### src/rtl/kart_pkg.sv
// Shared kart link definitions: packet framing and link FSM states.
// Used by both the state transmitter and the opponent-side receiver.
package kart_pkg;

    localparam logic [7:0] PKT_HEADER = 8'hA5;
    localparam int         PKT_LEN    = 8;
    localparam logic [2:0] LAST_IDX   = 3'(PKT_LEN - 1);

    typedef enum logic {
        IDLE,
        SEND
    } state_t;

    typedef struct packed {
        logic [10:0] x;
        logic [10:0] y;
        logic [8:0]  dir;
        logic [2:0]  gstat;
        logic        prst;
        logic [7:0]  seq;
    } snap_t;

endpackage

### src/rtl/pkt_xor.sv
// Packet checksum: XOR of the seven payload bytes that precede it.
module pkt_xor
(
    input  logic [6:0][7:0] bytes_in,
    output logic [7:0]      chk
);

    always_comb begin
        chk = 8'h00;
        for (int i = 0; i < 7; i++) begin
            chk = chk ^ bytes_in[i];
        end
    end

endmodule

### src/rtl/player_state_tx.sv
// Serialises a frame-synchronous snapshot of local kart state into an
// 8-byte packet on a valid/ready byte stream.
module player_state_tx
    import kart_pkg::*;
#(
    parameter logic [10:0] TRIG_H = 11'd1198,
    parameter logic [9:0]  TRIG_V = 10'd800,
    parameter logic [7:0]  HEADER = PKT_HEADER
)
(
    input  logic        clk,
    input  logic        rst,
    input  logic [10:0] hcount,
    input  logic [9:0]  vcount,
    input  logic [10:0] player_x,
    input  logic [10:0] player_y,
    input  logic [8:0]  player_direction,
    input  logic [2:0]  game_stat,
    input  logic        player_rst,
    input  logic        axiir,
    output logic        axiov,
    output logic [7:0]  axiod,
    output logic        busy,
    output logic [7:0]  seq
);

    state_t          state;
    logic [2:0]      idx;
    snap_t           snap;
    logic            trig;
    logic [6:0][7:0] body;
    logic [7:0][7:0] pkt;
    logic [7:0]      chk;

    assign trig = (hcount == TRIG_H) && (vcount == TRIG_V);

    assign body[0] = HEADER;
    assign body[1] = snap.seq;
    assign body[2] = snap.x[10:3];
    assign body[3] = {snap.x[2:0], snap.y[10:6]};
    assign body[4] = {snap.y[5:0], snap.dir[8:7]};
    assign body[5] = {snap.dir[6:0], snap.prst};
    assign body[6] = {snap.gstat, 5'b0};

    pkt_xor u_xor (
        .bytes_in(body),
        .chk     (chk)
    );

    assign pkt = {chk, body};

    always_comb begin
        axiov = 1'b0;
        axiod = 8'h00;
        busy  = 1'b0;
        if (state == SEND) begin
            axiov = 1'b1;
            axiod = pkt[idx];
            busy  = 1'b1;
        end
    end

    // Triggers seen while a packet is in flight are dropped, not queued.
    always_ff @(posedge clk) begin
        if (rst) begin
            state <= IDLE;
            idx   <= 3'd0;
            seq   <= 8'h00;
            snap  <= '0;
        end else begin
            unique case (state)
                IDLE: begin
                    if (trig) begin
                        snap  <= '{x: player_x, y: player_y,
                                   dir: player_direction,
                                   gstat: game_stat,
                                   prst: player_rst, seq: seq};
                        idx   <= 3'd0;
                        state <= SEND;
                    end
                end
                SEND: begin
                    if (axiir) begin
                        if (idx == LAST_IDX) begin
                            idx   <= 3'd0;
                            seq   <= seq + 8'd1;
                            state <= IDLE;
                        end else begin
                            idx <= idx + 3'd1;
                        end
                    end
                end
                default: state <= IDLE;
            endcase
        end
    end

endmodule

### config.mk
export PLATFORM = sky130hd
export DESIGN_NAME = player_state_tx
export DESIGN_NICKNAME = d
export VERILOG_FILES = /design/src/rtl/kart_pkg.sv /design/src/rtl/pkt_xor.sv /design/src/rtl/player_state_tx.sv
export SDC_FILE = /design/constraint.sdc
export NUM_CORES = 1
export LEC_CHECK = 0
export ABC_AREA = 0
export BUFFER_PORTS_ARGS = -buffer_cell sky130_fd_sc_hd__buf_2
export CAP_MARGIN = 20
export CORE_ASPECT_RATIO = 0.8
export CORE_UTILIZATION = 56
export CTS_BUF_LIST = sky130_fd_sc_hd__clkbuf_4
export DETAILED_ROUTE_END_ITERATION = 8
export PLACE_DENSITY = 0.91
export SKIP_LAST_GASP = 1
export SLEW_MARGIN = 10
export SYNTH_ARGS = -nofsm -noshare
export SYNTH_HDL_FRONTEND = slang
export SYNTH_SLANG_ARGS = --single-unit
### constraint.sdc
create_clock -name clk -period 5.1 [get_ports clk]
set_clock_uncertainty 0.1 [all_clocks]
set_input_delay 0.51 -clock clk [delete_from_list [all_inputs] [get_ports clk]]
set_output_delay 0.51 -clock clk [all_outputs]
set_load 0.02 [all_outputs]
# Word level (Yosys, flattened, before mapping)
# Index checks and enable logic that the tools add are counted.
# totals
out_inout_bits,18
regBits,55
# op_classes
add_sub_neg,2
magnitude_cmp,1
reduce_logical,4
bitwise_logic,7
n_mux,12
eq_ne,5
# ops
operator,n
$xor A8 B8 Y8,5
$bmux W8 S3,1
$mux W8,2
$eq A11 B11 Y1 const B,1
$eq A10 B10 Y1 const B,1
$mux W3,3
$add A8 B1 Y8 const B,1
$pmux W3 S2,1
$lt A3 B4 Y1 const B,1
$mux W1,4
$ne A2 B2 Y1 const B,2
$not A4 Y4,1
$reduce_and A2 Y1,2
$add A3 B1 Y3 const B,1
$eq A3 B3 Y1 const B,1
$reduce_and A3 Y1,1
$pmux W1 S2,1
$logic_and A1 B1 Y1,1
$not A1 Y1,1

# Depth between registers and ports, before layout
# Gate-level depths: netlist of run 1.
# depth
ltp_word,9
mapped_depth,8
ltp_nobuf,7

# By module
# From an unflattened synthesis of run 1, not the netlist that was laid out.
# hier_totals
hier_cells,360
area_unflattened_um2,3313.2
# by_module_without_submodules
module,seq_area_each_um2,cells_each,instances,area_per_inst_um2
player_state_tx,1101.1,328,1,2812.7
pkt_xor,0.0,32,1,500.5

# Least setup slack after synthesis of run 1
# No wires, ideal clock.
# synth_path
kind,register to output
start,reg idx[1]
end,out axiod[3]
required_time_ns,4.490
arrival_ns,1.580
stages_incl_launch_ff,7
setup_slack_ns,2.910
path_cell_list,dfxtp_1 buf_2 nor2b_1 a221oi_1 nor2b_1 nand2_1 o21ai_0
# synth_via
elab_chain_cells,3
# synth_lines
element,line_no,rtl
"start, declared",player_state_tx.sv:28,logic [2:0] idx;
"start signal, assigned",player_state_tx.sv:89,idx <= idx + 3'd1;
$bmux W8 S3,player_state_tx.sv:58,axiod = pkt[idx];
$mux W8 (not written as such),player_state_tx.sv:58,
$mux W8,player_state_tx.sv:56,if (state == SEND) begin
"end, declared",player_state_tx.sv:22,"output logic [7:0] axiod,"
# Every way passes these cells. The select of a mux whose other input is x is not followed.

# Final worst setup path of run 1
# Same ends and word-level chain as after synthesis.

==> results of run 1 <==
## placed cells by master (no fill, tap or decap), types with 2 or more instances in the layout
master	netlist	routed
a221oi_1	3	3
a21oi_2	20	20
buf_2	4	76
a31oi_1	3	3
nor2b_1	5	5
nand2_2	20	20
clkbuf_4	0	5
dfxtp_1	55	55
nor3b_1	2	2
nand3b_1	2	2
and3_1	3	3
xnor2_1	27	27
and4b_1	2	2
nor3_1	2	2
o21ai_0	8	8
nand4_1	5	5
nor2_1	21	21
ha_1	3	3
nand3_1	8	8
o221ai_1	2	2
a21oi_1	32	32
nor4b_2	2	2
mux2i_1	9	9
xor2_1	9	9
nand2_1	88	88
mux2_2	4	4
and4_1	2	2
## flip-flops by register name (all words and copies together) (netlist names)
name   cells
seq        8
body      43
state      1
idx        3
## cells by family (layout without fill, tap and decap cells)
group                      after synthesis  in the layout  share of synthesized area, %
AOI/OAI and AO/OA                       72             72                          15.3
xor gates and xnor gates                37             37                          10.9
adders and majority gates                3              3                          1.21
buffers and inverters                   27             87                          5.63
DFF                                     55             55                          35.6
muxes                                   13             13                          4.37
and+or+nand+nor                        169            169                          27.0
## stage by stage
step	utilization, %	hold WS (ns)	worst slack [ns]
floorplan	-	0.344	2.91
global placement	65.8	0.357	2.53
detailed placement	65.8	0.364	2.48
CTS	67.2	0.248	2.04
global route	67.8	0.242	1.79
finish	67.8	0.255	1.99
## final cells by class
cell class / instances / share of cell area [%]
Multi-Input combinational cell: 294 / 52.0
Sequential cell: 55 / 31.5
Timing Repair Buffer: 78 / 11.9
Tap cell: 62 / 2.22
Clock inverter: 3 / 1.11
Clock buffer: 5 / 1.08
Inverter: 1 / 0.108
## how the worst max path moves through the flow
stage,startpoint,endpoint,cells after the start
after floorplan,idx[1],axiod[3],6
after global placement,idx[1],axiod[1],6
after detailed placement,idx[1],axiod[3],6
after CTS,idx[1],axiod[3],6
after global routing,idx[1],axiod[1],6
final,idx[1],axiod[3],6
## per-layer routing
layer  up-vias  part of all wire, %
li1       1387                    -
met1      1253                   45
met2        99                   47
met3         6                  7.4
met4         0                 0.76
met5         -                    0
## critical path, delay by kind of cell (launching register included)
family          cells  cell delay, ns
flops               1            0.85
buf+inv             1            0.19
simple gates        3            0.72
compound gates      2            0.38
## power by group through the flow
stage / registers, uW / logic (uW) / clock network, uW
after global placement: 439 / 32.6 / 0
after detailed placement: 439 / 33.3 / 0
final: 430 / 36.0 / 234
after floorplan: 439 / 10.2 / 0
after global routing: 430 / 39.3 / 254
after CTS: 430 / 33.5 / 236
==> metrics.txt, run 1 <==
Total Routing Usage GR=24.4%; Min-Delay Path Class=in2reg; WHS Endpoint=body[30]; post-cts resize count=0; Slew HR=34.7%; Peak supply drop=119 uV; Max Buffers Root-to-Sink=2; RSZ-0062 raised after global routing=no; antenna violations before repair=0; fillers=431; synth cell count leaders=nand2_1 (88), dfxtp_1 (55), a21oi_1 (32); H-tree levels=2; P per Cell Area=200 mW/mm2; Synth-to-Final Area Change=12.9%; # hold bufs at CTS=0; met3 Track Usage GR=4.58%; Fin. Hold Viols=0; Placer Congestion=0.833; Tcrit/Tclk final=60.9%; share of power burned in registers=61.4%; met2 Usage GRT=41.8%; Post-synth EDFFs=0; Synth Register Bits=55; antenna-violating nets left=0; DR vias/cell=5.51; Critical R2R Capture=seq[7]; DRC violations left=0; pin count of the biggest net entering global routing=56; worst-path cell chain=nor2b_1 -> a221oi_1 -> nor2b_1 -> nand2_1 -> o21ai_0 -> buf_2; synthesized instance count=376; Synth top area share=35.6%; Top Ports=77; post-route cell area=0.00349 mm2; vias in the first global route=2426; Multi-input gate area=0.00182 mm2; max-slew violation count=0; antenna cells=0; Initial Util=60.0%; DRT Wirelength=6960 um; fmax=322 MHz; Die X=85.1 um; Worst Setup Start Kind=register; crit-path max cell delay=0.85 ns; Synth area leaders=dfxtp_1 (36%), nand2_1 (11%), xnor2_1 (7.6%), a21oi_2 (5.7%), a21oi_1 (5.2%); Routed WL per cell=14.0 um; CTS tree=built; CTS Sinks=55; Register Area=0.00110 mm2; clk_lat worst skew=0.37 ns; reg2reg start=idx[0]; Top FF cell, synth=dfxtp_1; CP Data Arrival Time=2.50 ns; DR iter-0 viols=202; IO Port Bufs=76; worst path required time=4.49 ns; Switching Fraction=21.3%; Non-Filler Instances=498; post-synthesis sequential area ratio=35.6%; P_int=551 uW; total global routing overflow=0; most numerous cell in the Yosys netlist=nand2_1; R2R Setup Slk=2.53 ns; CP Capture Type=output pin; area of the core=0.00515 mm2; vias=2745; synthesized area=0.00309 mm2; Reg2Reg Depth=7; leakage=0.00123 uW; total CTS buffers=5; Synth async-reset ratio=0%; synthesized area per cell=8.22 um2; CTS clk-pin slew, worst paths=0.16 ns; Tightest Pin Transition=0.978 ns; worst hold stages=3; Die ar.=0.00582 mm2; power share of the combinational group=5.1%; Die Ht=68.5 um; FP Rows=23; placed insts=489; number of synthesis warnings=0; CP max-delay cell=dfxtp_1; Sw Pwr=149 uW; # setup viols final=0; post-synthesis net count=438; 1st-pass router iterations=4; first-pass GRT wire length=11100 um; Hold Startpoint=player_x[1]; Post-CTS Setup Bufs=0; most frequent cell on the critical path=nor2b_1; Tot Pwr=700 uW; gr busiest metal=met2; Clock power frac=33.4%; Root Buffer=clkbuf_4; DP Area=0.00339 mm2; GR Util met1=32.0%; area leader, netlist=dfxtp_1; share of layout cells above drive strength 1=30.7%; max-cap violation count=0; min cycle time layout=3.11 ns; final setup TNS=0 ns; Crit Path Class=reg2out; DP HPWL=5030 um; status=complete, no violations; Yosys cell types=44; Worst Path Max Fanout=20; Layout Nets=497
No activity file was read; power rests on OpenSTA's default activity.
==> inputs of run 2 (changes only) <==
ABC_AREA = 1   (was 0)
CORE_UTILIZATION = 50   (was 56)
PLACE_DENSITY = 0.87   (was 0.91)
clock period = 2.8 ns   (was 5.1 ns; I/O delays follow)
==> run 2 against run 1 <==
Effect of this change: combinational power up 110%; area after synthesis fell by 2.3%; critical path type unchanged; global-route usage about the same; worst setup slack worse by 1.6 ns; sequential cell count unchanged; final cell count rose by 17%; largest cell class unchanged; synthesized cell count is 17% higher; power grew 76%; sequential power increased by 82%; register-to-register slack worse by 1.8 ns; hold slack lost 0.20 ns.
==> metrics.txt, run 2 <==
status=complete, no violations (unchanged); Top Ports=77 (unchanged); DP HPWL=5630 um (was 5030 um); clk_lat worst skew=0.39 ns (was 0.37 ns); total CTS buffers=5 (unchanged); # setup viols final=0 (unchanged); post-cts resize count=0 (unchanged); setup ws final=0.387 ns (was 1.99 ns); Synth top area share=36.5% (was 35.6%); most numerous cell in the Yosys netlist=a21oi_1 (was nand2_1); Die Ht=71.5 um (was 68.5 um); Top FF cell, synth=dfxtp_1 (unchanged); IO Port Bufs=76 (unchanged); first-pass GRT wire length=12200 um (was 11100 um); main combinational cell family by area after synthesis=compound AO/OA/AOI/OAI gates (was simple AND/OR/NAND/NOR gates); Slew HR=59.9% (was 34.7%); Layout Nets=566 (was 497); Synth async-reset ratio=0% (unchanged); Root Buffer=clkbuf_4 (unchanged); area of the core=0.00565 mm2 (was 0.00515 mm2); simple-gate share of the synthesized area=19.7% (was 27.0%); pin count of the biggest net entering global routing=41 (was 56); post-route cell area=0.00350 mm2 (was 0.00349 mm2); fmax=414 MHz; DR vias/cell=5.32 (was 5.51); synthesized area per cell=6.88 um2 (was 8.22 um2); commonest non-fill, non-tap cell in the layout=buf_2 (was nand2_1); # hold bufs at CTS=0 (unchanged); DR iter-0 viols=225 (was 202); most frequent cell on the critical path=nand2_1 (was nor2b_1); synth cell count leaders=a21oi_1 (70), nand2_1 (67), o21ai_0 (65) (was nand2_1 (88), dfxtp_1 (55), a21oi_1 (32)); Synth-to-Final Area Change=15.8% (was 12.9%); CP Data Arrival Time=2.03 ns (was 2.50 ns); Min-Delay Path Class=in2reg (unchanged); Placer Congestion=0.826 (was 0.833); leakage=0.00146 uW (was 0.00123 uW); worst-path cell chain=buf_4 -> inv_1 -> o21ai_0 -> o22ai_1 -> nand2_1 -> nand2_1 -> a21oi_1 -> buf_2 (was nor2b_1 -> a221oi_1 -> nor2b_1 -> nand2_1 -> o21ai_0 -> buf_2); Die ar.=0.00636 mm2 (was 0.00582 mm2); antenna cells=0 (unchanged); total global routing overflow=0 (unchanged); Post-synth EDFFs=0 (unchanged); Worst Setup Start Kind=register (unchanged); synthesized area=0.00302 mm2 (was 0.00309 mm2); Adder-Cell Fraction of Synth Area=1.24% (was 1.21%); CP Capture Type=output pin (unchanged); Initial Util=53.5% (was 60.0%); vias in the first global route=2885 (was 2426); min cycle time layout=2.41 ns; CP max-delay cell=dfxtp_1 (unchanged); share of layout cells above drive strength 1=19.8% (was 30.7%); DRC violations left=0 (unchanged); Synth area leaders=dfxtp_1 (36%), a21oi_1 (12%), o21ai_0 (11%), nand2_1 (8.3%), inv_1 (7.7%) (was dfxtp_1 (36%), nand2_1 (11%), xnor2_1 (7.6%), a21oi_2 (5.7%), a21oi_1 (5.2%)); CTS Sinks=55 (unchanged); FP Rows=24 (was 23); Post-CTS Setup Bufs=0 (unchanged); Max Buffers Root-to-Sink=2 (unchanged); synthesized instance count=439 (was 376); Synth Register Bits=55 (unchanged); mux cell area share after synthesis=0% (was 4.37%); Routed WL per cell=13.1 um (was 14.0 um); Peak supply drop=209 uV (was 119 uV); Die X=88.9 um (was 85.1 um); Tot Pwr=1230 uW (was 700 uW); antenna-violating nets left=0 (unchanged); H-tree levels=2 (unchanged); worst slack at placement=0.611 ns (was 2.48 ns); P per Cell Area=351 mW/mm2 (was 200 mW/mm2); most frequent cells in the layout=buf_2 (76), a21oi_1 (70), nand2_1 (67) (was nand2_1 (88), buf_2 (76), dfxtp_1 (55)); area leader, netlist=dfxtp_1 (unchanged); XOR/XNOR share of the synthesized area=4.93% (was 10.9%); 1st-pass router iterations=5 (was 4); Yosys cell types=30 (was 44); Largest register FFs=43 (unchanged); post-synthesis sequential area ratio=36.5% (was 35.6%); WHS=0.0572 ns (was 0.255 ns); post-synthesis net count=501 (was 438); DP Area=0.00344 mm2 (was 0.00339 mm2); Worst Path Max Fanout=24 (was 20); max-cap violation count=0 (unchanged); worst path required time=2.42 ns (was 4.49 ns); Total Routing Usage GR=24.4% (about the same); Compound-Gate Fraction of Synth Area=25.7% (was 15.3%); Tightest Pin Transition=0.601 ns (was 0.978 ns); max-slew violation count=0 (unchanged); final setup TNS=0 ns (unchanged); Fin. Hold Viols=0 (unchanged); vias=3102 (was 2745); number of synthesis warnings=0 (unchanged); CTS tree=built (unchanged); crit-path max cell delay=0.38 ns (was 0.85 ns); RSZ-0062 raised after global routing=no (unchanged); Tcrit/Tclk final=86.2%; DRT Wirelength=7650 um (was 6960 um); antenna violations before repair=0 (unchanged); CTS clk-pin slew, worst paths=0.16 ns (about the same); Crit Path Class=reg2out (unchanged)
## run 2: changes by cell type in the layout (fill, tap and decap cells not counted), sizes merged, moves of 6 or more
cell	previous run	this run
nand2	108	68
inv	1	62
nand3	8	24
a21oi	52	70
o21ai	8	65
buf	78	84
xnor2	27	12
mux2i	9	0
## run 2: report_power, final
group	switching [uW]	internal (uW)	total [uW]
logic	35.5	38.4	74.0
clock network	254	118	372
registers	0.000660	783	783
total	289	939	1230
## run 2: cell families (layout without fill, tap and decap cells)
family                   after synthesis  count (layout)
flip-flops                            55              55
AO/OA/AOI/OAI                        149             149
AND/OR/NAND/NOR                      127             127
XOR/XNOR                              17              17
buffers and inverters                 88             154
adder cells (fa/ha/maj)                3               3
## run 2: layout make-up
class,count,area [um2]
clock inverters,1,5.00
flip-flops and latches,55,1100
repair buffers,84,453
clock buffers,7,52.6
inverters,62,233
well taps,78,97.6
multi-input cells,296,1560
fillers,548,2150
## run 2: through the flow
step	instances	util, %
2_1_floorplan	439	-
3_3_place_gp	575	60.9
3_5_place_dp	575	60.9
4_1_cts	583	62.0
5_1_grt	583	62.0
6_report	583	62.0
## run 2: final timing paths
check	from	to	slack, ns	cells past startpoint
max	idx[0]	axiod[2]	0.39	8
min	rst	idx[1]	0.06	2
max reg2reg	state	body[44]	0.71	5
min reg2reg	body[43]	body[43]	0.39	2
## run 2: worst max-delay path: cells and delay by family (launching register included)
| family | cells | cell delay, ns |
|---|---|---|
| AOI/OAI and AO/OA | 3 | 0.45 |
| buffers and inverters | 3 | 0.67 |
| DFF | 1 | 0.38 |
| and+or+nand+nor | 2 | 0.11 |
## run 2: metal layers
metal	GRT usage, %	up-vias	routed length [um]
li1	-	1577	-
met1	30.0	1403	3360
met2	42.6	111	3670
met3	4.38	11	517
met4	8.78	0	104
met5	0	-	0
==> inputs of run 3 (changes only) <==
ABC_AREA = unset   (was 1)
==> run 3 against run 2 <==
Effect of this change: register-to-register slack got worse by 0.15 ns; die area grew 2.3%; clock power down 6.7%; routed wire length shrank 6.4%.
==> metrics.txt, run 3 (synthesis gave the netlist of run 1 again) <==
worst slack at placement=0.629 ns (was 0.611 ns); worst path required time=2.42 ns (about the same); CTS tree=built (unchanged); Worst Path Max Fanout=17 (was 24); max-slew violation count=0 (unchanged); Routed WL per cell=13.7 um (was 13.1 um); DRT Wirelength=7160 um (was 7650 um); H-tree levels=2 (unchanged); DRC violations left=0 (unchanged); FP Rows=25 (was 24); area of the core=0.00594 mm2 (was 0.00565 mm2); Tcrit/Tclk final=90.5% (was 86.2%); vias=2780 (was 3102); Die ar.=0.00650 mm2 (was 0.00636 mm2); final setup TNS=0 ns (unchanged); CP Capture Type=output pin (unchanged); DP HPWL=5110 um (was 5630 um); vias in the first global route=2517 (was 2885); Die X=89.9 um (was 88.9 um); Die Ht=72.3 um (was 71.5 um); antenna-violating nets left=0 (unchanged); max layer used=met4 (unchanged); Total Routing Usage GR=22.6% (was 24.4%); metal3 WL=471 um (was 517 um); max-cap violation count=0 (unchanged); Worst Setup Start Kind=register (unchanged); status=complete, no violations (unchanged); most frequent cells in the layout=nand2_1 (88), buf_2 (76), dfxtp_1 (54) (was buf_2 (76), a21oi_1 (70), nand2_1 (67)); 1st-pass router iterations=4 (was 5); setup ws final=0.266 ns (was 0.387 ns); P per Cell Area=339 mW/mm2 (was 351 mW/mm2); commonest non-fill, non-tap cell in the layout=nand2_1 (was buf_2); WHS=0.0154 ns (was 0.0572 ns); Post-CTS Setup Bufs=0 (unchanged); antenna violations before repair=0 (unchanged); WL met1=3330 um (was 3360 um); total global routing overflow=0 (unchanged); clk_lat worst skew=0.39 ns (about the same); total CTS buffers=5 (unchanged); Root Buffer=clkbuf_4 (unchanged); Peak supply drop=176 uV (was 209 uV); Top Ports=77 (unchanged); Placer Congestion=0.841 (was 0.826); Slew HR=56.0% (was 59.9%); min cycle time layout=2.53 ns (was 2.41 ns); Max Buffers Root-to-Sink=2 (unchanged); Layout Nets=504 (was 566); Largest register FFs=43 (unchanged); DR vias/cell=5.31 (was 5.32); CTS Sinks=55 (unchanged); IO Port Bufs=76 (unchanged); Tightest Pin Transition=0.659 ns (was 0.601 ns); antenna cells=0 (unchanged); leakage=0.00124 uW (was 0.00146 uW); fmax=395 MHz (was 414 MHz); WL met2=3270 um (was 3670 um); placed insts=513 (was 575); DR iter-0 viols=219 (was 225); Non-Filler Instances=524 (was 583); CP Data Arrival Time=2.15 ns (was 2.03 ns); Synth-to-Final Area Change=14.3% (was 15.8%); Core Util, Final=59.5% (was 62.0%); # setup viols final=0 (unchanged); RSZ-0062 raised after global routing=no (unchanged); CTS clk-pin slew, worst paths=0.16 ns (about the same); Initial Util=52.0% (was 53.5%); pin count of the biggest net entering global routing=47 (was 41); Min-Delay Path Class=in2reg (unchanged); Fin. Hold Viols=0 (unchanged); share of layout cells above drive strength 1=31.4% (was 19.8%); Crit Path Class=reg2out (unchanged); first-pass GRT wire length=11600 um (was 12200 um)
[run 3: through the flow]
step | instance area (um2) | power (uW)
5_1_grt | 3530 | 1240
4_1_cts | 3530 | 1210
6_report | 3530 | 1200
3_5_place_dp | 3450 | 863
3_3_place_gp | 3450 | 862
2_1_floorplan | 3090 | 818
[run 3: cell type report]
cell class	instances	area (um2)
fillers	529	2410
clock inverters	3	15.0
flip-flops and latches	55	1100
inverters	1	3.75
repair buffers	85	455
well taps	81	101
multi-input cells	294	1820
clock buffers	5	37.5
[run 3: routing by layer]
| layer | global-route usage (%) | up-vias |
|---|---|---|
| met2 | 37.4 | 97 |
| met3 | 4.40 | 10 |
| met1 | 29.9 | 1273 |
| met5 | 0 | - |
| li1 | - | 1400 |
| met4 | 7.53 | 0 |
[run 3: critical path, cell delays in order, from the launching register on]
cell and delay, ns:
dfxtp_1 0.70, nand2b_1 0.31, nor2_1 0.06, a21oi_1 0.12, o221ai_1 0.13, a31oi_1 0.24, buf_2 0.20
[run 3: worst paths after layout]
check / cells past startpoint / slack, ns / end / start
setup / recovery: 6 / 0.27 / axiod[0] / idx[0]
hold / removal: 3 / 0.02 / body[29] / player_x[0]
setup reg to reg: 7 / 0.56 / seq[5] / idx[0]
hold reg to reg: 2 / 0.38 / body[44] / body[44]
[run 3: report_power, final]
group	switching [uW]	total, uW	internal, uW
sequential	0.000481	783	783
combinational	30.2	67.3	37.1
clock	254	347	92.8
total	284	1200	913
[run 3: repair_timing]
item	4_1_cts	5_1_grt
resized for setup	0	2
hold endpoints to repair	3	0
setup endpoints to repair	0	2
hold buffers	3	0
